--- config.mk ---
export PLATFORM = sky130hd
export DESIGN_NAME = uart_tx
export DESIGN_NICKNAME = d
export VERILOG_FILES = /design/src/rtl/uart_pkg.sv /design/src/rtl/uart_tx.sv
export SDC_FILE = /design/constraint.sdc
export NUM_CORES = 1
export LEC_CHECK = 0
export ABC_AREA = 1
export BUFFER_PORTS_ARGS = -buffer_cell sky130_fd_sc_hd__buf_4
export CAP_MARGIN = 20
export CORE_MARGIN = 1.5
export CORE_UTILIZATION = 47
export DETAILED_ROUTE_END_ITERATION = 6
export GPL_ROUTABILITY_DRIVEN = 0
export PLACE_DENSITY = 0.76
export SLEW_MARGIN = 20
export SYNTH_ARGS = -nofsm -noshare
export SYNTH_HDL_FRONTEND = slang
export SYNTH_SLANG_ARGS = --single-unit
--- constraint.sdc ---
create_clock -name clk -period 3 [get_ports clk]
set_input_delay 0 -clock clk [delete_from_list [all_inputs] [get_ports clk]]
set_output_delay 0 -clock clk [all_outputs]
set_load 0.03 [all_outputs]
--- src/rtl/uart_pkg.sv ---
// Shared UART definitions: parity modes, transmitter states and the parity helper.
package uart_pkg;

  localparam int MAX_DATA_WIDTH = 64;

  typedef enum logic [1:0] {
    PARITY_NONE = 2'd0,
    PARITY_EVEN = 2'd1,
    PARITY_ODD  = 2'd2
  } parity_e;

  typedef enum logic [2:0] {
    IDLE,
    START,
    DATA,
    PARITY,
    STOP
  } tx_state_t;

  // Even parity makes the total count of ones even (XOR of data); odd inverts it.
  // Narrower words are zero-extended, which leaves the XOR unchanged.
  function automatic logic parity_bit(input logic [MAX_DATA_WIDTH-1:0] data,
                                      input parity_e mode);
    logic p;
    p = ^data;
    case (mode)
      PARITY_EVEN: parity_bit = p;
      PARITY_ODD:  parity_bit = ~p;
      default:     parity_bit = 1'b0;
    endcase
  endfunction

endpackage

--- src/rtl/uart_tx.sv ---
// UART transmitter: start bit, LSB-first data, optional parity, 1-2 stop bits,
// timed by an external baud_tick running at baud x OVERSAMPLE.
module uart_tx #(
  parameter int DATA_WIDTH = 8,
  parameter int PARITY     = 1,
  parameter int OVERSAMPLE = 16,
  parameter int STOP_BITS  = 1
) (
  input  logic                  clk,
  input  logic                  rst_n,
  input  logic                  baud_tick,
  input  logic [DATA_WIDTH-1:0] data_in,
  input  logic                  data_valid,
  output logic                  data_ready,
  output logic                  tx,
  output logic                  busy,
  output logic                  tx_done
);

  import uart_pkg::*;

  if (PARITY < 0 || PARITY > 2 || STOP_BITS < 1 || STOP_BITS > 2 ||
      OVERSAMPLE < 2 || DATA_WIDTH < 1 || DATA_WIDTH > MAX_DATA_WIDTH) begin : g_param_check
    $fatal(1, "uart_tx: illegal parameter combination");
  end

  localparam int TW = $clog2(OVERSAMPLE);
  localparam int BW = $clog2(DATA_WIDTH + 1);

  // The PARITY parameter shadows the package state literal, so the state is scoped explicitly.
  localparam tx_state_t AFTER_DATA = (PARITY == 0) ? STOP : uart_pkg::PARITY;

  tx_state_t             state, state_next;
  logic [TW-1:0]         tick_cnt, tick_next;
  logic [BW-1:0]         bit_cnt, bit_next;
  logic [DATA_WIDTH-1:0] shift_reg, shift_next;
  logic                  par_reg, par_next;
  logic                  tx_next;
  logic                  done_next;
  logic                  bit_end;

  assign bit_end    = baud_tick && (tick_cnt == TW'(OVERSAMPLE - 1));
  assign data_ready = (state == IDLE);
  assign busy       = (state != IDLE);

  // State, counters, data path and registered outputs.
  always_ff @(posedge clk or negedge rst_n) begin
    if (!rst_n) begin
      state     <= IDLE;
      tick_cnt  <= '0;
      bit_cnt   <= '0;
      shift_reg <= '0;
      par_reg   <= 1'b0;
      tx        <= 1'b1;
      tx_done   <= 1'b0;
    end else begin
      state     <= state_next;
      tick_cnt  <= tick_next;
      bit_cnt   <= bit_next;
      shift_reg <= shift_next;
      par_reg   <= par_next;
      tx        <= tx_next;
      tx_done   <= done_next;
    end
  end

  // Next-state, counter and serial-line decode.
  always_comb begin
    state_next = state;
    tick_next  = tick_cnt;
    bit_next   = bit_cnt;
    shift_next = shift_reg;
    par_next   = par_reg;
    done_next  = 1'b0;
    tx_next    = 1'b1;

    if (state != IDLE && baud_tick) begin
      tick_next = bit_end ? '0 : tick_cnt + 1'b1;
    end

    case (state)
      IDLE: begin
        if (data_valid) begin
          shift_next = data_in;
          par_next   = parity_bit(MAX_DATA_WIDTH'(data_in), parity_e'(PARITY));
          tick_next  = '0;
          bit_next   = '0;
          state_next = START;
        end
      end
      START: begin
        if (bit_end) state_next = DATA;
      end
      DATA: begin
        if (bit_end) begin
          shift_next = shift_reg >> 1;
          if (bit_cnt == BW'(DATA_WIDTH - 1)) begin
            bit_next   = '0;
            state_next = AFTER_DATA;
          end else begin
            bit_next = bit_cnt + 1'b1;
          end
        end
      end
      uart_pkg::PARITY: begin
        if (bit_end) begin
          bit_next   = '0;
          state_next = STOP;
        end
      end
      STOP: begin
        if (bit_end) begin
          if (bit_cnt == BW'(STOP_BITS - 1)) begin
            bit_next   = '0;
            state_next = IDLE;
            done_next  = 1'b1;
          end else begin
            bit_next = bit_cnt + 1'b1;
          end
        end
      end
      default: state_next = IDLE;
    endcase

    // tx is registered, so it is decoded from where the FSM will be next cycle.
    case (state_next)
      START:            tx_next = 1'b0;
      DATA:             tx_next = shift_next[0];
      uart_pkg::PARITY: tx_next = par_next;
      default:          tx_next = 1'b1;
    endcase
  end

endmodule
==> impl_results.md, run 1 <==
* Initial Utilization at 49.4%
* Final hold viol count at 0
* Drt drc at 0
* Area of the die at 0.00320 mm2
* Mux share of post-synthesis cell area at 0%
* Sequential share of power at between 40 and 50%
* Compound-Gate Fraction of Synth Area at a little over a tenth
* Switching Fraction at 41.0%
* Largest family of logic cells by synthesized area: simple AND/OR/NAND/NOR gates
* Worst path cell trace: nor2_1, nand3_1, nand2_2, inv_2, nand2_1, nand3_2, nand2_1, nand3_1
* Critical Path End Type: flop
* Max-cap viol count at 0
* Crit path buffers/inverters at 1
* PwrDens at 678 mW/mm2
* CTS clk-pin slew, worst paths at ~0.13 ns
* Post-Synth XOR/XNOR Area at 1.30%
* Startpoint type of the worst setup path: flop
* WS Path Type: reg -> reg
* CTS Sinks at 22
* Worst Path Arrival at 1.94 ns
* Clock Latency Late Sink at 0.32 ns
* Fraction of the mapped netlist area in adder cells at around 2.8%
* Post-Layout Cell Count at 240
* Logic pwr share at between 40% and 50%
* Yosys warning total at 0
* Num CTS Buffers at 3
* Ant. Diodes at 0
* Crit Path Max Fanout at 13
* Initial drt markers at 32
* DR vias/cell at between 4 and 5
* CP max stage delay at around 0.46 ns
* Finish-stage setup viols at 0
* Mapped Area at 0.00135 mm2
* Clk root buf: clkbuf_4
* CP max-delay cell: dfrtp_1
* Ratio of cells with drive above 1 in the final layout at between 10% and 20%
* H-tree levels at 1
* First-pass GRT wire length at between 4000 and 5000 um
* Post-placement cell count at 231
* Synth Instances at between 150 and 200
* Synth top area share at roughly two fifths
* Largest net degree at the start of global routing at 23
* Max FFs per register at 8
* Fin nets at 225
* Status: complete, no violations
* Via count of the first global-routing pass at approximately 1100
* Commonest non-fill, non-tap cells in the layout: 66 x nand2_1, 26 x inv_1, 21 x dfrtp_1
* Slew @ Worst Pin at around 0.51 ns
* Pint at 0.629 mW
* DRT antenna net count at 0
* Synth unique cells at 29
* Die height at 56.6 um
* Commonest non-fill, non-tap cell in the layout: nand2_1
* Maximum clock path buffer count at 2
* Overflow after GRT at 0
* Antenna violations before repair at 0
* Ranking of synthesized cells by area: dfrtp_1 39%, nand2_1 18%, inv_1 7.2%, nor2_1 4.7%, nand3_1 3.7%
* I/O Pins at 16
* Final setup skew at 0.00718 ns
* Tot GR Track Use at around 18%
* Unrepaired setup endpoints after global routing: false
* Net Sw Power at ~0.44 mW
* Synthesized flop and latch total at 22
* DR pass1 iterations at 4
* FP Rows at 19
* Routed Wire Length at about 2500 um
* Layout area overhead at 16.5%
* Post-layout minimum cycle time at 1.68 ns
* Largest delay share family, worst path: simple AND/OR/NAND/NOR gates
* Multi-input logic area at 686 um2
* # fillers at 260
* # port buffers at 15
* Reg area at 552 um2
* Seq/Total Area, Yosys at 40.9%
* Fin crit share at 56.0%
* Resize count post-CTS at 0
* Die width at 56.6 um
* Routed WL per cell at 10.6 um
* Setup TNS at 0 ns
* HPWL Detailed at between 1500 and 2000 um
* Synth Area in Simple Gates at 36.0%
* Area leader, netlist: dfrtp_1
* Clk network pwr share at 14.0%
* Maximum vdd drop at 0.000478 V
* Req. time, crit path at 3.26 ns
* Post-synth net total at around 200
* CTS tree: built
* Fmax at 595 MHz
* Final slew viol count at 0
* HP Class: in -> reg
* Relative slew slack at between 60% and 70%
* Avg Cell Area, Syn at 7.26 um2
* Core area at 0.00273 mm2
* P_leak at 0.862 nW
* Vias at 1196
-- per-stage QoR --
step | total power, mW | area, um2 | hold WS [ns] | setup WS, ns | util [%]
6_report | 1.07 | 1570 | 0.0133 | 1.32 | 57.5
5_1_grt | 1.16 | 1570 | 0.0181 | 1.14 | 57.5
3_5_place_dp | 0.920 | 1500 | -0.0909 | 1.34 | 54.7
2_1_floorplan | 0.808 | 1350 | -0.296 | 1.46 | -
3_3_place_gp | 0.913 | 1500 | -0.0957 | 1.33 | 54.7
4_1_cts | 1.07 | 1570 | 0.0152 | 1.31 | 57.5
-- cells in the mapped netlist, drive strengths merged --
master  instances
inv            28
dfrtp          21
a21boi          1
o22ai           1
nand3          12
o211ai          1
dfstp           1
nor3            2
nand4           2
nor3b           1
nand2          69
buf             1
a22oi           1
ha              3
o21ai           7
o221ai          5
or2             2
xor2            2
a21oi           6
nor2           20
-- metal layers --
layer | vias up | track usage (%) | share of wire [%]
met2 | 17 | 31.2 | 47
li1 | 638 | - | -
met3 | 5 | 1.61 | 2.0
met4 | 0 | 8.16 | 2.2
met5 | - | 0 | 0
met1 | 536 | 22.4 | 49
-- layout make-up --
cell class | instances | area share (%)
Multi-Input combinational cell | 135 | 43.6
Sequential cell | 22 | 35.1
Timing Repair Buffer | 20 | 10.3
Inverter | 28 | 6.84
Tap cell | 31 | 2.47
Clock buffer | 4 | 1.67
-- power groups by stage --
stage / Combinational (mW) / Sequential [mW] / Clock (mW)
3_3_place_gp: 0.437 / 0.476 / 0
3_5_place_dp: 0.441 / 0.479 / 0
4_1_cts: 0.449 / 0.472 / 0.151
6_report: 0.445 / 0.472 / 0.149
5_1_grt: 0.510 / 0.483 / 0.165
2_1_floorplan: 0.334 / 0.474 / 0
-- worst register-to-register path, delay by kind of cell, from the launching register on --
kind                   cells  cell delay (ns)
AND/OR/NAND/NOR            7             1.07
flip-flops                 1             0.46
buffers and inverters      1             0.08
-- final timing paths --
path                         startpoint      endpoint  slack, ns  cells past startpoint
min in group asynchronous         rst_n   tick_cnt[2]       0.08                      2
hold reg to reg            shift_reg[0]  shift_reg[0]       0.48                      2
max in group asynchronous         rst_n            tx       2.63                      2
setup reg to reg               state[2]            tx       1.32                      8
setup / recovery               state[2]            tx       1.32                      8
hold / removal               data_in[7]  shift_reg[7]       0.01                      3
-- cells by family after synthesis --
kind of cell,after synthesis
XOR/XNOR,2
buffers and inverters,29
flip-flops,22
AND/OR/NAND/NOR,108
AO/OA/AOI/OAI,22
adder cells (fa/ha/maj),3
-- timing repair --
item,in CTS,in global routing
hold endpoints to repair,26,0
buffers inserted,0,0
hold buffers,5,0
Note: power is estimated with default switching activity, not from simulation.
==> run 2, diff against run 1 <==
Settings changed: ABC_AREA 1 to 0, PLACE_DENSITY 0.76 to 0.78.
Clock period 3 ns to 1.4 ns, I/O delays scaled along.
==> impl_results.md, run 2 <==
* Status: finished with violations
* Failing checks: setup timing
* Largest net degree at the start of global routing at 23
* Total power at 2.79 mW
* HPWL Detailed at around 2100 um
* I/O Pins at 16
* HP Class: in -> reg
* Placed cell area at 0.00163 mm2
* Die width at 55.3 um
* Req. time, crit path at 1.66 ns
* Initial Utilization at around 50%
* Synth unique cells at between 50 and 60
* Fin nets at 191
* Maximum vdd drop at ~0.0011 V
* CTS tree: built
* Vias at 1179
* CTS Sinks at 22
* Synth top area share at between 40 and 50%
* Clk root buf: clkbuf_4
* Clock Latency Late Sink at between 0.3 and 0.4 ns
* Routed Wire Length at 3390 um
* DR pass1 iterations at 4
* # fillers at 155
* Max-cap viol count at 0
* Initial drt markers at 22
* Routed WL per cell at 16.5 um
* Final hold viol count at 0
* Drt drc at 0
* Commonest non-fill, non-tap cells in the layout: 44 x buf_4, 18 x dfrtp_1, 8 x dlygate4sd3_1
* Dpl ws at -0.197 ns
* Length of routed wiring on met1 at between 1000 and 1500 um
* Top post-synthesis cells by count: 21 x dfrtp_1, 8 x xnor2_1, 7 x a22oi_1, 6 x o2bb2ai_1
* Seq/Total Area, Yosys at 43.0%
* Yosys warning total at 0
* Via count of the first global-routing pass at approximately 1200
* Ranking of synthesized cells by area: dfrtp_1 41%, xnor2_1 5.5%, a22oi_1 4.1%, o2bb2ai_1 4.1%, ha_1 2.9%
* Share of synthesized registers carrying an async set or reset at 100%
* Most frequent cell after synthesis: dfrtp_1
* Final setup skew at 0.00270 ns
* Ratio of cells with drive above 1 in the final layout at 51.4%
* PwrDens at 1450 mW/mm2
* P_leak at 0.818 nW
* CTS clk-pin slew, worst paths at 0.13 ns
* H-tree levels at 1
* DRT antenna net count at 0
* Area of the die at 0.00305 mm2
* Worst Path Arrival at between 1.5 and 2 ns
* Tot GR Track Use at between 20% and 30%
* WS Path Type: reg -> reg
* Post-route cell area at 0.00192 mm2
* Area leader, netlist: dfrtp_1
* DR vias/cell at 5.75
* Startpoint type of the worst setup path: flop
* Num CTS Buffers at 3
* Fmax at ~640 MHz
* Post-synth net total at 136
* Relative slew slack at between 80% and 90%
* Commonest non-fill, non-tap cell in the layout: buf_4
* Maximum clock path buffer count at 2
* Core area at 0.00252 mm2
* Antenna violations before repair at 0
* Post-layout minimum cycle time at about 1.6 ns
* Fin crit share at 112%
* Met3 wire len at 97 um
* Setup ws final at -0.168 ns
* Post-Layout Cell Count at 205
* Slew @ Worst Pin at 0.293 ns
* Mapped Area at 0.00128 mm2
* # port buffers at 15
* Overflow after GRT at 0
* First-pass GRT wire length at 5450 um
* Synth Instances at 121
* Crit Path Max Fanout at 7
* Die height at 55.3 um
* Avg Cell Area, Syn at 10.6 um2
* FP Rows at 18
* Critical Path End Type: flop
* Metal2 WL at 1760 um
* Layout area overhead at 49.8%
* Synthesized flop and latch total at 22
* Synth Flop Type: dfrtp_1
* Max FFs per register at 8
* Ant. Diodes at 0
* Top Layer Used: met4
* Final slew viol count at 0
* Unrepaired setup endpoints after global routing: true
* Number of synthesized flops with an enable pin at 0
* Post-placement cell count at 186
* Finish-stage setup viols at 16
* Worst hold margin at 0.0378 ns
-- run 2: area by class of cell --
class	instances	area, um2	area share [%]
clock buffers	4	36.3	1.89
inverters	5	26.3	1.37
multi-input cells	86	790	41.1
flip-flops and latches	22	556	28.9
well taps	30	37.5	1.95
repair buffers	58	478	24.9
-- run 2: metrics by stage --
stage          setup TNS (ns)  util [%]
3_3_place_gp            -1.27      64.5
6_report                -1.44      76.2
5_1_grt                 -2.43      76.2
2_1_floorplan          -0.721         -
4_1_cts                 -1.24      71.6
3_5_place_dp            -2.11      64.5
-- run 2: logic make-up after synthesis --
family,synth area share (%)
AO/OA/AOI/OAI,26.0
AND/OR/NAND/NOR,17.4
flip-flops,43.0
buffers and inverters,5.16
XOR/XNOR,5.46
adder cells (fa/ha/maj),2.92
-- run 2: critical path: stages, from the launching register on --
cell	delay (ns)
dfrtp_2	0.48
or4b_4	0.57
o211ai_2	0.09
o21ai_2	0.08
o31a_1	0.29
-- run 2: metal layers --
layer,GRT usage (%),up-vias
met5,0,-
met4,8.71,0
met3,3.28,5
met2,35.5,32
met1,29.2,572
li1,-,570
-- run 2: report_power, final --
group / internal (mW) / switching (mW) / total (mW)
sequential: 0.873 / 0.241 / 1.11
clock: 0.159 / 0.213 / 0.372
combinational: 0.758 / 0.545 / 1.30
-- run 2: repair_timing --
item	CTS	global route
setup buffers	5	3
hold endpoints to repair	25	4
gates resized for setup	17	14
hold buffers	4	4
pin swaps	9	13
setup endpoints to repair	23	24
-- run 2: worst paths after layout --
path / start / end / slack (ns) / cells after the start
max: state[2] / tx / -0.17 / 4
min: data_in[4] / shift_reg[4] / 0.04 / 3
max reg2reg: state[2] / tx / -0.17 / 4
min reg2reg: shift_reg[5] / shift_reg[5] / 0.52 / 1
max in group asynchronous: rst_n / tx / 1.02 / 2
min in group asynchronous: rst_n / state[0] / 0.10 / 2
==> run 3, diff against run 2 <==
Settings changed: ABC_AREA 0 to 1.
==> impl_results.md, run 3 (synthesized netlist as in run 1, its figures left out) <==
* Drt drc at 0
* First-pass GRT wire length at 5480 um
* CTS clk-pin slew, worst paths at 0.11 ns
* Die height at 56.6 um
* FP Rows at 19
* Status: finished with violations
* Layout area overhead at 36.0%
* Finish-stage setup viols at 5
* HP Class: in -> reg
* Tot GR Track Use at 21.8%
* Initial drt markers at 50
* Fin crit share at 108%
* Routed WL per cell at 12.6 um
* Post-Layout Cell Count at 260
* P_leak at 0.979 nW
* Relative slew slack at between 60% and 70%
* DR pass1 iterations at 4
* Area of the die at between 0.003 and 0.004 mm2
* Final setup skew at 0.0120 ns
* Crit path from: tick_cnt[1]
* Failing checks: setup timing
* Commonest non-fill, non-tap cell in the layout: nand2_1
* Critical Path End Type: flop
* I/O Pins at 16
* Routed Wire Length at 3260 um
* Post-layout minimum cycle time at 1.51 ns
* Ant. Diodes at 0
* Max FFs per register at 8
* Largest net degree at the start of global routing at 23
* Commonest non-fill, non-tap cells in the layout: 61 x nand2_1, 35 x buf_4, 25 x inv_1
* Final slew viol count at 0
* Ratio of cells with drive above 1 in the final layout at 32.8%
* H-tree levels at 1
* Startpoint type of the worst setup path: flop
* Core area at 0.00273 mm2
* WS Path Type: reg -> reg
* Fin nets at 245
* Req. time, crit path at 1.66 ns
* Dpl ws at -0.119 ns
* Slew @ Worst Pin at 0.454 ns
* Via count of the first global-routing pass at between 1000 and 1500
* Maximum clock path buffer count at 2
* Clock Latency Late Sink at approximately 0.32 ns
* Worst Path Arrival at 1.77 ns
* Num CTS Buffers at 3
* DRT antenna net count at 0
* DR vias/cell at 5.12
* CTS Sinks at 22
* Fmax at 661 MHz
* Crit Path Max Fanout at 6
* CTS tree: built
* # port buffers at 15
* Vias at 1332
* Post-placement cell count at 244
* Initial Utilization at 49.4%
* Antenna violations before repair at 0
* HPWL Detailed at around 2100 um
* Max-cap viol count at 0
* # fillers at 207
* HP Start: data_in[1]
* PwrDens at 1540 mW/mm2
* Total power at 2.82 mW
* Final hold viol count at 0
* FF-to-FF Start: tick_cnt[1]
* Die width at 56.6 um
* Setup ws final at -0.112 ns
* Maximum vdd drop at 0.00114 V
* Reg area at between 500 and 600 um2
* Clk root buf: clkbuf_4
* Unrepaired setup endpoints after global routing: true
* Overflow after GRT at 0
* Multi-input logic area at 785 um2
==> run 3: cell types whose count changed in the layout (fill, tap and decap cells not counted), sizes merged, moves of 3 or more <==
cell	previous run	this run
nand3	2	12
nand2	3	69
o211ai	5	1
a21oi	3	6
buf	50	36
a22oi	7	1
inv	5	28
nor2	7	20
xnor2	8	0
o2bb2ai	7	0
dlygate4sd3	8	4
o221ai	0	5
or3b	3	0
==> run 3: cell type report <==
class                           count  share of cell area (%)
Tap cell                           31                    2.11
Inverter                           28                    5.86
Timing Repair Buffer               40                    17.1
Multi-Input combinational cell    135                    42.7
Clock buffer                        4                    1.98
Sequential cell                    22                    30.2
==> run 3: through the flow <==
stage | TNS [ns] | hold WS, ns | instance area (um2) | utilization [%]
finish | -0.307 | 0.0178 | 1840 | 67.1
floorplan | -0.0682 | -0.296 | 1360 | -
detailed placement | -0.384 | -0.0965 | 1600 | 58.6
global placement | -0.0431 | -0.0982 | 1600 | 58.6
CTS | -0.127 | 0.0129 | 1770 | 64.9
global route | -0.979 | 0.0116 | 1840 | 67.1
==> run 3: worst paths after layout <==
path	end	cells after the start	slack, ns
setup / recovery	bit_cnt[1]	9	-0.11
hold reg to reg	shift_reg[2]	2	0.52
setup reg to reg	bit_cnt[1]	9	-0.11
min in group asynchronous	state[2]	2	0.08
hold / removal	shift_reg[1]	3	0.02
max in group asynchronous	tx	2	1.04
==> run 3: power by group <==
group | switching (mW) | leakage (nW) | total (mW) | internal [mW]
sequential | 0.160 | 0.273 | 1.03 | 0.871
clock | 0.201 | 0.0210 | 0.361 | 0.159
combinational | 0.789 | 0.685 | 1.43 | 0.638
total | 1.15 | 0.979 | 2.82 | 1.67
==> run 3: metal layers <==
metal  track usage, %  vias up  wire length, um
met5                0        -                0
met4             7.14        0               65
met3             4.15        9              137
met2             34.9       32             1530
met1             29.7      615             1530
li1                 -      676                -
==> run 3: repair_timing <==
action / CTS / global route
hold endpoints to repair: 25 / 0
resized for setup: 12 / 13
setup buffers: 6 / 3
gates cloned: 0 / 0
hold buffers: 4 / 0
setup endpoints to repair: 5 / 16
pin swaps: 7 / 2
==> run 3: worst max-delay path, stage by stage, from the launching register on <==
cell     delay [ns]
dfrtp_1        0.41
ha_4           0.16
nand2_4        0.06
nor2_8         0.14
inv_4          0.07
a21oi_4        0.19
nand3_4        0.13
nor2_4         0.15
nand2_1        0.08
nand2_1        0.06
